===== src/rtl/preset_config_writer_if.sv =====
// Register-write command channel between the preset writer and the sensor driver.
interface preset_config_writer_if;
  logic       o_cmd_valid;
  logic       i_cmd_ready;
  logic [7:0] o_cmd_addr;
  logic [7:0] o_cmd_data;

  modport master (
    output o_cmd_valid,
    output o_cmd_addr,
    output o_cmd_data,
    input  i_cmd_ready
  );

  modport slave (
    input  o_cmd_valid,
    input  o_cmd_addr,
    input  o_cmd_data,
    output i_cmd_ready
  );
endinterface


===== src/rtl/preset_config_writer.sv =====
// Streams the selected preset's threshold and timer to the sensor as four byte writes
// whenever the preset index changes (and once after reset).
module preset_config_writer #(
  parameter logic [7:0] parm_thresh_addr = 8'h23,
  parameter logic [7:0] parm_timer_addr  = 8'h25
) (
  input  logic                          i_clk_20mhz,
  input  logic                          i_rst_20mhz,
  input  logic [3:0]                    i_value_enum,
  input  logic [15:0]                   i_value_thresh,
  input  logic [15:0]                   i_value_timer,
  preset_config_writer_if.master        cmd,
  output logic                          o_busy,
  output logic                          o_apply_done,
  output logic [3:0]                    o_applied_enum
);

  // 8-bit localparams so the +1 wraps modulo 256.
  localparam logic [7:0] ThreshHiAddr = parm_thresh_addr + 8'd1;
  localparam logic [7:0] TimerHiAddr  = parm_timer_addr + 8'd1;

  typedef enum logic [2:0] {
    ST_IDLE,
    ST_WR_THR_L,
    ST_WR_THR_H,
    ST_WR_TMR_L,
    ST_WR_TMR_H,
    ST_DONE
  } state_e;

  state_e      r_state;
  logic        r_first;
  logic [3:0]  r_snap_enum;
  logic [10:0] r_snap_thresh;
  logic [15:0] r_snap_timer;
  logic        xfer;

  // The sensor only holds an 11-bit threshold; the top bits are dropped on purpose.
  logic unused_thresh_hi;
  assign unused_thresh_hi = ^i_value_thresh[15:11];

  assign xfer = cmd.o_cmd_valid && cmd.i_cmd_ready;

  always_ff @(posedge i_clk_20mhz) begin
    if (i_rst_20mhz) begin
      r_state         <= ST_IDLE;
      r_first         <= 1'b1;
      r_snap_enum     <= 4'h0;
      r_snap_thresh   <= 11'h000;
      r_snap_timer    <= 16'h0000;
      cmd.o_cmd_valid <= 1'b0;
      cmd.o_cmd_addr  <= 8'h00;
      cmd.o_cmd_data  <= 8'h00;
      o_busy          <= 1'b0;
      o_apply_done    <= 1'b0;
      o_applied_enum  <= 4'h0;
    end else begin
      o_apply_done <= 1'b0;
      case (r_state)
        ST_IDLE: begin
          if (r_first || (i_value_enum != r_snap_enum)) begin
            r_snap_enum     <= i_value_enum;
            r_snap_thresh   <= i_value_thresh[10:0];
            r_snap_timer    <= i_value_timer;
            r_first         <= 1'b0;
            r_state         <= ST_WR_THR_L;
            cmd.o_cmd_valid <= 1'b1;
            cmd.o_cmd_addr  <= parm_thresh_addr;
            cmd.o_cmd_data  <= i_value_thresh[7:0];
            o_busy          <= 1'b1;
          end
        end
        ST_WR_THR_L: begin
          if (xfer) begin
            r_state        <= ST_WR_THR_H;
            cmd.o_cmd_addr <= ThreshHiAddr;
            cmd.o_cmd_data <= {5'b0, r_snap_thresh[10:8]};
          end
        end
        ST_WR_THR_H: begin
          if (xfer) begin
            r_state        <= ST_WR_TMR_L;
            cmd.o_cmd_addr <= parm_timer_addr;
            cmd.o_cmd_data <= r_snap_timer[7:0];
          end
        end
        ST_WR_TMR_L: begin
          if (xfer) begin
            r_state        <= ST_WR_TMR_H;
            cmd.o_cmd_addr <= TimerHiAddr;
            cmd.o_cmd_data <= r_snap_timer[15:8];
          end
        end
        ST_WR_TMR_H: begin
          if (xfer) begin
            r_state         <= ST_DONE;
            cmd.o_cmd_valid <= 1'b0;
            o_apply_done    <= 1'b1;
            o_applied_enum  <= r_snap_enum;
          end
        end
        ST_DONE: begin
          r_state <= ST_IDLE;
          o_busy  <= 1'b0;
        end
        default: begin
          r_state         <= ST_IDLE;
          cmd.o_cmd_valid <= 1'b0;
          o_busy          <= 1'b0;
        end
      endcase
    end
  end

endmodule


===== src/flat_wrapper.sv =====
// flat-port wrapper written by rule: the top's interface ports become plain ports
module preset_config_writer_flat 
#(
  parameter logic [7:0] parm_thresh_addr = 8'h23,
  parameter logic [7:0] parm_timer_addr  = 8'h25
)
  (i_clk_20mhz, i_rst_20mhz, i_value_enum, i_value_thresh, i_value_timer, o_busy, o_apply_done, o_applied_enum, cmd_o_cmd_valid, cmd_o_cmd_addr, cmd_o_cmd_data, cmd_i_cmd_ready);
  preset_config_writer_if cmd_i ();
  input  logic i_clk_20mhz;
  input  logic i_rst_20mhz;
  input  logic [3:0] i_value_enum;
  input  logic [15:0] i_value_thresh;
  input  logic [15:0] i_value_timer;
  output logic o_busy;
  output logic o_apply_done;
  output logic [3:0] o_applied_enum;
  output wire logic [$bits(cmd_i.o_cmd_valid)-1:0] cmd_o_cmd_valid;
  output wire logic [$bits(cmd_i.o_cmd_addr)-1:0] cmd_o_cmd_addr;
  output wire logic [$bits(cmd_i.o_cmd_data)-1:0] cmd_o_cmd_data;
  input wire logic [$bits(cmd_i.i_cmd_ready)-1:0] cmd_i_cmd_ready;
  assign cmd_o_cmd_valid = cmd_i.o_cmd_valid;
  assign cmd_o_cmd_addr = cmd_i.o_cmd_addr;
  assign cmd_o_cmd_data = cmd_i.o_cmd_data;
  assign cmd_i.i_cmd_ready = cmd_i_cmd_ready;
  preset_config_writer #(.parm_thresh_addr(parm_thresh_addr), .parm_timer_addr(parm_timer_addr)) u_core (.i_clk_20mhz(i_clk_20mhz), .i_rst_20mhz(i_rst_20mhz), .i_value_enum(i_value_enum), .i_value_thresh(i_value_thresh), .i_value_timer(i_value_timer), .cmd(cmd_i), .o_busy(o_busy), .o_apply_done(o_apply_done), .o_applied_enum(o_applied_enum));
endmodule

===== config.mk =====
export PLATFORM = sky130hd
export DESIGN_NAME = preset_config_writer_flat
export DESIGN_NICKNAME = d
export VERILOG_FILES = /design/src/rtl/preset_config_writer_if.sv /design/src/rtl/preset_config_writer.sv /design/src/flat_wrapper.sv
export SDC_FILE = /design/constraint.sdc
export NUM_CORES = 1
export LEC_CHECK = 0
export BUFFER_PORTS_ARGS = -buffer_cell sky130_fd_sc_hd__buf_2
export CORE_AREA = 2 2 74 76
export CTS_CLUSTER_SIZE = 40
export DETAILED_ROUTE_END_ITERATION = 10
export DIE_AREA = 0 0 76 78
export HOLD_SLACK_MARGIN = 0.05
export PLACE_DENSITY = 0.7
export SLEW_MARGIN = 40
export SYNTH_ARGS = -nofsm -noshare
export SYNTH_HDL_FRONTEND = slang
export SYNTH_SLANG_ARGS = --single-unit
export TNS_END_PERCENT = 100

===== constraint.sdc =====
create_clock -name i_clk_20mhz -period 1.85 [get_ports i_clk_20mhz]
set_input_delay 0.2775 -clock i_clk_20mhz [delete_from_list [all_inputs] [get_ports i_clk_20mhz]]
set_output_delay 0.2775 -clock i_clk_20mhz [all_outputs]
set_load 0.01 [all_outputs]

* Yosys cells after proc, flatten, opt, wreduce, memory -nomap -nowiden *
Cells that the tools add are included.

word-level totals
  input port bits = 39
  word-level logic and storage cells = 59
  bits in registers = 58

operators by class
  multiplexer cells = 21
  reduce and logical (&&, ||, !) cells = 13
  bitwise logic cells = 3
  equality and inequality tests = 11

operators by type and width
  operator                                       number
  two-way mux 8 bit                              8
  case mux 8 bit (4 select lines)                2
  two-way mux 3 bit                              5
  case mux 3 bit (5 select lines)                1
  != test 2 x 1 -> 1 bit, second input constant  5
  AND reduction 5 bit                            2
  OR reduction 4 bit                             2
  == test 3 x 2 -> 1 bit, second input constant  2
  == test 3 bit, second input constant           2
  AND reduction 2 bit                            3
  != test 4 bit                                  1
  nonzero test 4 bit                             1
  == test 3 x 1 -> 1 bit, second input constant  1
  zero test 3 bit                                1
  two-way mux 1 bit                              3
  NOT 1 bit                                      3
  case mux 1 bit (3 select lines)                1
  AND reduction 3 bit                            1
  case mux 1 bit (2 select lines)                1
  OR reduction 2 bit                             1
  logical AND 1 bit                              1
  logical OR 1 bit                               1

* Logic depth before layout (Yosys ltp) *
Gate-level depths: netlist (run 1).

  word-level depth = 4
  gate-level depth with buffers = 6
  mapped depth without buffers = 4

* Least setup slack after synthesis (run 1) *
No wires, ideal clock.

  path type = reg-to-reg
  start point = register u_core.r_state[0]
  end point = register u_core.cmd.o_cmd_data[6]
  buffers on the path = 2
  path slack = 0.308 ns
  required time = 1.729 ns
  cell stages (with the launch flop) = 7
  period minus slack after synthesis = 1.542 ns
  setup time = 0.121 ns
  arrival = 1.421 ns
  cell sequence = dfxtp_1 > buf_4 > buf_2 > mux2_2 > a22oi_1 > nor2_1 > mux2_4

between the ends
  cells in the longest elaborated chain, start to end = 3

ends and longest elaborated chain
  item                                                                           line                           source
  start: declaration                                                             preset_config_writer.sv:31     state_e r_state;
  start signal: assignment                                                       preset_config_writer.sv:46     r_state <= ST_IDLE;
  start signal: assignment                                                       preset_config_writer.sv:66     r_state <= ST_WR_THR_L;
  start signal: assignment                                                       preset_config_writer.sv:75     r_state <= ST_WR_THR_H;
  == test 3 x 1 -> 1 bit (tied with other cells)                                 preset_config_writer.sv:59     case (r_state)
  nonzero test 4 bit (no line) / != test 2 x 1 -> 1 bit (equally long branches)  -
  AND reduction 5 bit (no line)                                                  -
  end signal: assignment                                                         preset_config_writer.sv:69     cmd.o_cmd_data <= i_value_thresh[7:0];
  end signal: assignment                                                         preset_config_writer.sv:77     cmd.o_cmd_data <= {5'b0, r_snap_thresh[10:8]};
  end signal: assignment                                                         preset_config_writer.sv:84     cmd.o_cmd_data <= r_snap_timer[7:0];
  end: declaration                                                               preset_config_writer_if.sv:11  output o_cmd_data,

Several ways; a longest one is shown, not always the timed one.
A chain may end at the register's enable or synchronous reset.

* Worst setup path after layout (run 1) *
  start point = register u_core.r_snap_enum[1]
  end point = register u_core.cmd.o_cmd_data[3]

between the ends
  cells in the longest elaborated chain, start to end = 4

ends and longest elaborated chain
  item                              line                        source
  start: declaration                preset_config_writer.sv:33  logic [3:0] r_snap_enum;
  start signal: assignment          preset_config_writer.sv:62  r_snap_enum <= i_value_enum;
  != test 4 bit                     preset_config_writer.sv:61  if (r_first || (i_value_enum != r_snap_enum)) begin
  logical OR 1 bit                  preset_config_writer.sv:61
  != test 2 x 1 -> 1 bit (no line)  -
  AND reduction 5 bit (no line)     -

Every way passes these cells.

==> summary.txt, run 1 <==
CTS
  – CTS tree: done
  – Worst skew pair latency: 0.30 ns
  – Post-CTS Setup Bufs: 0
  – Post-cts resize count: 0
  – Root Buffer: clkbuf_8
  – H-tree depth: 2
  – Clock buffer depth: 2
  – Clock Sinks: 46
  – CTS clock-pin slew for the worst setup and hold paths: 0.08 ns
  – Total CTS buffers: 5
  – Hold Buf Count CTS: 0

Power
  – Clock share of power: 0.312
  – Power density over the cells: 854 mW/mm^2
  – Internal power: 1.72 mW
  – Psw: 0.587 mW
  – Switching part of the total: 0.254
  – Total power: 2.31 mW
  – Leak pwr: 1.22 nW
  – Largest vdd supply drop: 528 uV
  – Combinational share of power: 0.203
  – Register share of total power: 0.485

Global routing
  – Largest net degree at the start of global routing: 36
  – Vias in the first global route: 1620
  – Global-route wire length before repair: 7.40 mm
  – Initial antenna violation count: 0
  – Remaining Overflow, GRT: 0
  – Global-route usage over all layers: 0.154

Outcome
  – Outcome: complete, no violations

Setup path
  – Startpoint Class: register
  – R2R setup slack: 0.26 ns
  – Crit Reg-Reg Endpoint: u_core.cmd.o_cmd_data[3]$_SDFFE_PP0P_
  – CP Capture Type: register
  – Worst EP arrival: 1.78 ns
  – R2R depth: 5
  – Worst Path Max Fanout: 11
  – WS Path Type: reg -> reg
  – Critical Path Source: u_core.r_snap_enum[1]$_SDFFE_PP0P_
  – FF-to-FF Start: u_core.r_snap_enum[1]$_SDFFE_PP0P_
  – CP Data Required Time: 2.04 ns

Worst hold path
  – Worst hold path depth: 3
  – Min-delay src: i_value_timer[4]
  – Hold Crit Class: in -> reg
  – WHS Endpoint: u_core.r_snap_timer[4]$_SDFFE_PP0P_

Logic synthesis
  – Register bit total from synthesis: 46
  – Async set-reset flop share out of synthesis: 0
  – Cell variety after synth: 35
  – Post-synth top area cell: dfxtp_1
  – Synth cell count leaders: dfxtp_1 (46), nand2b_1 (45), mux2i_1 (26)
  – Warnings, synthesis: 0
  – Post-Synthesis Cells: 240
  – Largest cells by area after synthesis: dfxtp_1 (41%), nand2b_1 (12%), mux2i_1 (12%), mux2_2 (4.5%), mux2_4 (2.7%)
  – Synthesized area: 0.00226 mm^2
  – Mean post-synth cell area: 9.42 um^2
  – Top cell type's share of synthesized area: 0.407
  – Number of flops mapped to enable cells by yosys: 0
  – Sequential area share after synthesis: 0.407
  – Primary FF master, synth: dfxtp_1
  – Count leader, synth: dfxtp_1

Floorplanning
  – Die Wd: 76 um
  – Ports: 62
  – Area of the core: 0.00504 mm^2
  – Die height: 78 um
  – Initial Utilization: 0.448
  – Number of core rows: 26
  – Die Area: 0.00593 mm^2

Detailed routing
  – Post-DR wirelength/cell: 12.0 um
  – DRC Markers: 0
  – Total Wirelength: 4.35 mm
  – DR iter-0 viols: 72
  – DR vias/cell: 4.83
  – Post-DRT Antenna Nets: 0
  – Drt first pass iters: 4
  – Vias: 1750

Cells and area
  – Ant diodes: 0
  – Net count, final: 330
  – Area grow syn2layout: 19.4%
  – Share of layout cells above drive strength 1: 0.284

Run
  – Max-Cap Viols: 0

STA
  – Post-Route Setup TNS: 0 ns
  – Max-slew headroom: 0.659
  – Final period utilization: 0.861
  – Max frequency: 628 MHz
  – Final min period: 1.59 ns
  – Layout Skew: 0.00748 ns
  – Final Max Slew Viols: 0
  – Unrepaired setup endpoints after global routing: no
  – Slew @ Worst Pin: 0.512 ns
  – Final hold violations: 0
  – Final setup vio count: 0

Place
  – RePlAce Congestion: 0.785
  – IO Port Bufs: 52
  – Dpl hpwl: 3.14 mm
-- through the flow --
stage	cells	area, um^2	hold slack [ns]	setup WS (ns)	utilization
floorplan	243	2270	0.413	0.308	-
detailed placement	354	2590	0.433	0.216	0.514
global placement	354	2590	0.424	0.226	0.514
global route	362	2700	0.230	0.167	0.535
CTS	362	2700	0.224	0.250	0.535
finish	362	2700	0.229	0.257	0.535
-- state kept, by name (all words and copies together), names as in the netlist --
signal / flops
u_core.r_snap_enum: 4
u_core.r_snap_thresh: 3
u_core.o_apply_done: 1
u_core.r_snap_timer: 16
u_core.r_state: 3
u_core.o_busy: 1
u_core.cmd.o_cmd_data: 8
u_core.cmd.o_cmd_valid: 1
u_core.cmd.o_cmd_addr: 4
u_core.r_first: 1
u_core.o_applied_enum: 4
-- kinds of logic (layout without fill, tap and decap cells) --
| family | after synthesis | count (layout) | share of synthesized area |
|---|---|---|---|
| other cells | 1 | 4 | 0.00166 |
| compound gates | 37 | 37 | 0.112 |
| buf+inv | 26 | 75 | 0.0631 |
| mux | 39 | 39 | 0.186 |
| simple gates | 85 | 85 | 0.206 |
| xor+xnor | 6 | 6 | 0.0232 |
| flops | 46 | 46 | 0.407 |
-- cell usage in the layout (no fill, tap or decap) --
master	netlist	final
a211o_1	3	3
a211oi_1	2	2
a21o_1	1	1
a21oi_1	9	9
a221oi_1	1	1
a22oi_1	5	5
buf_12	0	2
buf_2	3	52
buf_4	7	7
bufinv_16	0	1
clkbuf_1	6	2
clkbuf_8	0	5
conb_1	1	4
dfxtp_1	46	46
inv_1	6	6
mux2_2	9	9
mux2_4	4	4
mux2i_1	26	26
nand2_1	10	10
nand2b_1	45	45
nand3_1	2	2
nor2_1	14	14
nor2_2	1	1
nor2b_1	7	7
nor3_1	4	4
o211ai_1	1	1
o21a_1	2	2
o21ai_0	3	3
o21bai_1	1	1
o221ai_1	1	1
o22ai_1	6	6
o31ai_2	1	1
o32ai_1	1	1
or2_4	1	1
or3_1	1	1
xnor2_1	6	6
-- power groups by stage --
stage               sequential [mW]  clock, mW  combinational [mW]
floorplan                      1.15          0               0.329
global placement               1.14          0               0.468
detailed placement             1.14          0               0.473
CTS                            1.12      0.740               0.476
global route                   1.13      0.779               0.519
finish                         1.12      0.719               0.467
-- critical path, stage by stage (launching register included) --
cell and delay, ns:
dfxtp_1 0.38, xnor2_1 0.13, nand3_1 0.14, o31ai_2 0.25
buf_4 0.25, mux2_2 0.35
-- routing by layer --
metal | GRT usage | routed length (um) | part of all wire | up-vias
li1 | - | - | - | 907
met1 | 0.199 | 2100 | 0.48 | 798
met2 | 0.242 | 1990 | 0.46 | 38
met3 | 0.0372 | 177 | 0.041 | 7
met4 | 0.0709 | 84 | 0.019 | 0
met5 | 0 | 0 | 0 | -
-- how the worst max path moves through the flow --
stage / endpoint / depth (start not counted)
after detailed placement: u_core.cmd.o_cmd_data[3]$_SDFFE_PP0P_ / 6
final: u_core.cmd.o_cmd_data[3]$_SDFFE_PP0P_ / 5
after CTS: u_core.cmd.o_cmd_data[3]$_SDFFE_PP0P_ / 5
after global routing: u_core.cmd.o_cmd_data[3]$_SDFFE_PP0P_ / 5
after global placement: u_core.cmd.o_cmd_data[3]$_SDFFE_PP0P_ / 6
after floorplan: u_core.cmd.o_cmd_data[6]$_SDFFE_PP0P_ / 6
-- cell type report --
type                            count  area [um^2]
Sequential cell                    46          921
Timing Repair Buffer               61          353
Fill cell                         503         2340
Clock inverter                      1         30.0
Multi-Input combinational cell    171         1210
Tap cell                           70         87.6
Clock buffer                        7         76.3
Inverter                            6         22.5
Power figures use the tool's default switching activity.
==> run 2: changes to the inputs <==
Settings changed: RECOVER_POWER set to 25.
==> run 2 against run 1 <==
Compared with the run above: sequential cell count unchanged; combinational power decreased by 1%; cell count unchanged; setup slack gained 0.0015 ns; critical endpoint unchanged; highest routed layer unchanged.
==> summary.txt, run 2 (synthesized netlist as in run 1, its figures left out) <==
Detailed routing
  – Vias: 1749
  – Drt first pass iters: 4
  – Metal3 WL: 176 um
  – Max layer used: met4
  – Total Wirelength: 4.36 mm
  – DR iter-0 viols: 74
  – DRC Markers: 0
  – Post-DRT Antenna Nets: 0
  – DR vias/cell: 4.83
  – Post-DR wirelength/cell: 12.0 um
  – Wl on met1: 2.09 mm
  – Wire length on met2: 2.01 mm

CTS
  – Post-cts resize count: 0
  – CTS tree: done
  – Hold Buf Count CTS: 0
  – CTS clock-pin slew for the worst setup and hold paths: 0.08 ns
  – Total CTS buffers: 5
  – Worst skew pair latency: 0.30 ns
  – H-tree depth: 2
  – Clock Sinks: 46
  – Post-CTS Setup Bufs: 0
  – Clock buffer depth: 2
  – Root Buffer: clkbuf_8

Global routing
  – Global-route wire length before repair: 7.40 mm
  – Global-route usage over all layers: 0.154
  – Vias in the first global route: 1620
  – Initial antenna violation count: 0
  – Remaining Overflow, GRT: 0
  – Largest net degree at the start of global routing: 36

STA
  – Max frequency: 628 MHz
  – Unrepaired setup endpoints after global routing: no
  – Final hold violations: 0
  – Final min period: 1.59 ns
  – Final setup vio count: 0
  – Post-Route Setup TNS: 0 ns
  – Final period utilization: 0.860
  – Hold Slack: 0.229 ns
  – Layout Skew: 0.00749 ns
  – Max-slew headroom: 0.656
  – Final Max Slew Viols: 0
  – Slew @ Worst Pin: 0.516 ns

Floorplanning
  – Initial Utilization: 0.448
  – Die Wd: 76 um
  – Ports: 62
  – Die height: 78 um
  – Die Area: 0.00593 mm^2
  – Area of the core: 0.00504 mm^2
  – Number of core rows: 26

Outcome
  – Outcome: complete, no violations

Power
  – Power density over the cells: 858 mW/mm^2
  – Switching part of the total: 0.256
  – Leak pwr: 1.16 nW
  – Psw: 0.588 mW
  – Clock share of power: 0.313
  – Combinational share of power: 0.200
  – Internal power: 1.71 mW
  – Register share of total power: 0.487
  – Largest vdd supply drop: 528 uV

Place
  – RePlAce Congestion: 0.785
  – Dpl hpwl: 3.14 mm
  – IO Port Bufs: 52

Cells and area
  – Largest register FFs: 16
  – Most common cell after layout, fill and taps aside: dfxtp_1
  – Biggest regs: u_core.r_snap_timer (16), u_core.cmd.o_cmd_data (8)
  – Share of layout cells above drive strength 1: 0.229
  – Largest Register: u_core.r_snap_timer
  – Area grow syn2layout: 18.5%
  – Most frequent cells in the layout: dfxtp_1 (46), nand2b_1 (45), buf_2 (36)
  – Ant diodes: 0
  – Fillers: 508
  – Net count, final: 330

Setup path
  – Worst EP arrival: 1.78 ns
  – WS Path Type: reg -> reg
  – Largest stage delay, worst path: 0.38 ns
  – CP max stage cell: dfxtp_1
  – Worst path buffer plus inverter count: 1
  – CP Cell Sequence: xnor2_1 -> nand3_1 -> o31ai_2 -> buf_4 -> mux2_2
  – CP Data Required Time: 2.04 ns
  – CP Capture Type: register
  – Startpoint Class: register
  – Crit path max-delay family: flip-flops
  – Worst Path Max Fanout: 11

Worst hold path
  – Hold Crit Class: in -> reg

Run
  – Max-Cap Viols: 0
==> run 2: cell types whose count changed in the layout (fill, tap and decap cells not counted) <==
cell / delta
clkbuf_1: +16
buf_2: -16
==> run 2: final cells by class <==
| cell class | count | area (um^2) | area share |
|---|---|---|---|
| clock inverters | 1 | 30.0 | 0.0112 |
| multi-input cells | 171 | 1210 | 0.451 |
| inverters | 6 | 22.5 | 0.00841 |
| clock buffers | 7 | 76.3 | 0.0285 |
| flip-flops and latches | 46 | 921 | 0.344 |
| repair buffers | 61 | 333 | 0.124 |
| well taps | 70 | 87.6 | 0.0327 |
==> run 2: final timing paths <==
path / start / end / slack [ns] / cells after the start
worst max-delay path: u_core.r_snap_enum[1]$_SDFFE_PP0P_ / u_core.cmd.o_cmd_data[3]$_SDFFE_PP0P_ / 0.26 / 5
worst min-delay path: i_value_timer[4] / u_core.r_snap_timer[4]$_SDFFE_PP0P_ / 0.23 / 3
worst max register to register: u_core.r_snap_enum[1]$_SDFFE_PP0P_ / u_core.cmd.o_cmd_data[3]$_SDFFE_PP0P_ / 0.26 / 5
worst min register to register: u_core.r_first$_SDFFE_PP1P_ / u_core.r_first$_SDFFE_PP1P_ / 0.45 / 1
==> run 2: through the flow <==
step | area [um^2] | instances | setup slack, ns | utilization | power (mW)
final | 2680 | 362 | 0.259 | 0.531 | 2.30
after CTS | 2700 | 362 | 0.250 | 0.535 | 2.34
after floorplan | 2270 | 243 | 0.308 | - | 1.48
after global routing | 2680 | 362 | 0.167 | 0.531 | 2.42
after global placement | 2590 | 354 | 0.226 | 0.514 | 1.61
after detailed placement | 2590 | 354 | 0.216 | 0.514 | 1.61
==> run 2: worst register-to-register path, delay by kind of cell, from the launching register on <==
| family | cells | cell delay (ns) |
|---|---|---|
| buf+inv | 1 | 0.25 |
| flops | 1 | 0.38 |
| xor+xnor | 1 | 0.13 |
| mux | 1 | 0.35 |
| simple gates | 1 | 0.14 |
| compound gates | 1 | 0.25 |
==> run 2: power by group through the flow <==
stage / registers, mW / logic, mW / clock network (mW)
floorplan: 1.15 / 0.329 / 0
global placement: 1.14 / 0.468 / 0
detailed placement: 1.14 / 0.473 / 0
CTS: 1.12 / 0.476 / 0.740
global route: 1.13 / 0.512 / 0.779
finish: 1.12 / 0.460 / 0.719
==> run 2: routing by layer <==
layer  vias up  GRT usage
li1        906          -
met1       800      0.199
met2        36      0.242
met3         7     0.0372
met4         0     0.0709
met5         -          0
==> run 3: changes to the inputs <==
Settings changed: ABC_AREA set to 1, CORE_AREA 2 2 74 76 to 2 2 71 73, DIE_AREA 0 0 76 78 to 0 0 73 75, PLACE_DENSITY 0.7 to 0.71.
==> run 3 against run 2 <==
Compared with the run above: clock power decreased by 13%; register-to-register slack improved by 0.05 ns; first-iteration DRC count up 59%; sequential power increased by 38%; sequential cell count is the same; synthesized cell count is 27% higher; area after synthesis decreased by 8.7%; sequential share of layout area is 3.7 points higher; critical path depth is 4 higher; hold slack got worse by 0.010 ns; cell area down 9.7%; critical endpoint is now u_core.r_snap_timer[9]$_SDFFE_PP0P_.
==> summary.txt, run 3 <==
Logic synthesis
  – Mux share of post-synthesis cell area: 0
  – Synth cell count leaders: nor2_1 (76), nand2_1 (64), dfxtp_1 (46)
  – Post-Synthesis Cells: 305
  – Post-Synth Simple-Gate Area: 0.344
  – Largest cells by area after synthesis: dfxtp_1 (45%), nor2_1 (14%), nand2_1 (12%), o21ai_0 (6.1%), inv_1 (4.5%)
  – Cell variety after synth: 22
  – Primary FF master, synth: dfxtp_1
  – XOR/XNOR Fraction of Synth Area: 0.00424
  – Top cell type's share of synthesized area: 0.446
  – Warnings, synthesis: 0
  – Number of flops mapped to enable cells by yosys: 0
  – Register bit total from synthesis: 46
  – Mean post-synth cell area: 6.77 um^2
  – Sequential area share after synthesis: 0.446
  – Largest family of logic cells by synthesized area: simple AND/OR/NAND/NOR gates
  – Async set-reset flop share out of synthesis: 0
  – Count leader, synth: nor2_1
  – Adder-Cell Fraction of Synth Area: 0
  – Synthesized area: 0.00206 mm^2
  – Synth Area in Compound Gates: 0.107
  – Post-synth top area cell: dfxtp_1

Power
  – Power density over the cells: 1520 mW/mm^2
  – Total power: 3.67 mW
  – Largest vdd supply drop: 689 uV
  – Leak pwr: 1.21 nW

Cells and area
  – Ant diodes: 0
  – Register area: 921 um^2
  – Most frequent cells in the layout: nor2_1 (76), nand2_1 (64), dfxtp_1 (46)
  – Share of layout cells above drive strength 1: 0.167
  – Biggest regs: u_core.r_snap_timer (16), u_core.cmd.o_cmd_data (8)
  – Fin cells: 413
  – Most common cell after layout, fill and taps aside: nor2_1
  – Net count, final: 397
  – Largest Register: u_core.r_snap_timer
  – Fin area: 0.00242 mm^2
  – Largest register FFs: 16
  – Area grow syn2layout: 17.2%
  – Fillers: 499
  – Area of the multi-input gates: 955 um^2

STA
  – Layout Skew: 0.00725 ns
  – Final period utilization: 0.834
  – Final min period: 1.54 ns
  – Final worst slack: 0.306 ns
  – Final hold violations: 0
  – Post-Route Setup TNS: 0 ns
  – Unrepaired setup endpoints after global routing: no
  – Max frequency: 648 MHz
  – Final Max Slew Viols: 0
  – Final setup vio count: 0

Global routing
  – Vias in the first global route: 1674
  – Largest net degree at the start of global routing: 24
  – Global-route wire length before repair: 7.23 mm
  – Remaining Overflow, GRT: 0
  – Global-route usage over all layers: 0.169
  – Initial antenna violation count: 0

Detailed routing
  – DRC Markers: 0
  – Post-DRT Antenna Nets: 0
  – Total Wirelength: 4.37 mm
  – DR vias/cell: 4.66
  – Drt first pass iters: 4
  – Post-DR wirelength/cell: 10.6 um
  – DR iter-0 viols: 118
  – Vias: 1924

CTS
  – H-tree depth: 2
  – Worst skew pair latency: 0.30 ns
  – CTS tree: done
  – Clock Sinks: 46
  – CTS clock-pin slew for the worst setup and hold paths: 0.08 ns
  – Total CTS buffers: 5
  – Post-CTS Setup Bufs: 0
  – Clock buffer depth: 2
  – Root Buffer: clkbuf_8
  – Post-cts resize count: 0
  – Hold Buf Count CTS: 0

Worst hold path
  – Hold Crit Class: in -> reg

Floorplanning
  – Number of core rows: 25
  – Initial Utilization: 0.443
  – Area of the core: 0.00466 mm^2
  – Ports: 62
  – Die Area: 0.00548 mm^2
  – Die height: 75 um
  – Die Wd: 73 um

Outcome
  – Outcome: complete, no violations

Setup path
  – WS Path Type: reg -> reg
  – CP Data Required Time: 2.04 ns
  – Worst Path Max Fanout: 23
  – Worst EP arrival: 1.73 ns
  – Startpoint Class: register
  – CP Capture Type: register
  – R2R setup slack: 0.31 ns

Run
  – Max-Cap Viols: 0

Place
  – RePlAce Congestion: 0.848
  – IO Port Bufs: 52
  – Placed cell areas: 0.00235 mm^2
  – Pre-CTS setup slack: 0.302 ns
  – Placed insts: 405
  – Dpl hpwl: 3.26 mm
[run 3: cell count changes in the layout (fill, tap and decap cells not counted), sizes merged, moves of 6 or more]
cell and delta:
inv +22, nand3 +15, a21oi +8, nand2b -45, nor2 +68, o22ai -6
mux2 -13, nand2 +55, nor2b -7, mux2i -26, o21ai +23
[run 3: layout make-up]
class | instances | share of cell area
inverters | 28 | 0.0435
clock inverters | 1 | 0.00207
clock buffers | 7 | 0.0357
flip-flops and latches | 46 | 0.381
multi-input cells | 220 | 0.395
repair buffers | 57 | 0.115
well taps | 54 | 0.0279
[run 3: stage by stage]
| step | utilization | hold WS [ns] |
|---|---|---|
| after global routing | 0.519 | 0.228 |
| final | 0.519 | 0.219 |
| after global placement | 0.503 | 0.432 |
| after CTS | 0.523 | 0.216 |
| after floorplan | - | 0.423 |
| after detailed placement | 0.503 | 0.436 |
[run 3: kinds of logic (layout without fill, tap and decap cells)]
logic type,after synthesis,count (layout)
XOR/XNOR,1,1
AO/OA/AOI/OAI,44,44
other,1,4
buffers and inverters,42,93
AND/OR/NAND/NOR,171,171
flip-flops,46,46
[run 3: metal layers]
metal | vias up | GRT usage | wire (um)
met4 | 0 | 0.0556 | 48
met5 | - | 0 | 0
met3 | 4 | 0.0482 | 222
met1 | 819 | 0.226 | 2050
met2 | 49 | 0.265 | 2060
li1 | 1052 | - | -
[run 3: final timing paths]
check | from | to | depth (start not counted)
min | i_value_timer[15] | u_core.r_snap_timer[15]$_SDFFE_PP0P_ | 3
min reg2reg | u_core.cmd.o_cmd_addr[0]$_SDFFE_PP0P_ | u_core.cmd.o_cmd_addr[0]$_SDFFE_PP0P_ | 2
max | u_core.r_snap_enum[0]$_SDFFE_PP0P_ | u_core.r_snap_timer[9]$_SDFFE_PP0P_ | 9
max reg2reg | u_core.r_snap_enum[0]$_SDFFE_PP0P_ | u_core.r_snap_timer[9]$_SDFFE_PP0P_ | 9
[run 3: worst max-delay path: stages, from the launching register on]
cell and delay, ns:
dfxtp_1 0.38, inv_1 0.05, nand2_1 0.06, nand2_1 0.06, nor2_2 0.13, nand3_1 0.13, nand2_2 0.21, inv_2 0.20
nor2_1 0.16, nor2_1 0.06
[run 3: where the power goes]
part | internal (mW) | switching, mW | total [mW] | leakage, nW
Combinational | 0.528 | 0.964 | 1.49 | 0.780
Sequential | 1.34 | 0.212 | 1.55 | 0.381
Clock | 0.301 | 0.320 | 0.622 | 0.0482
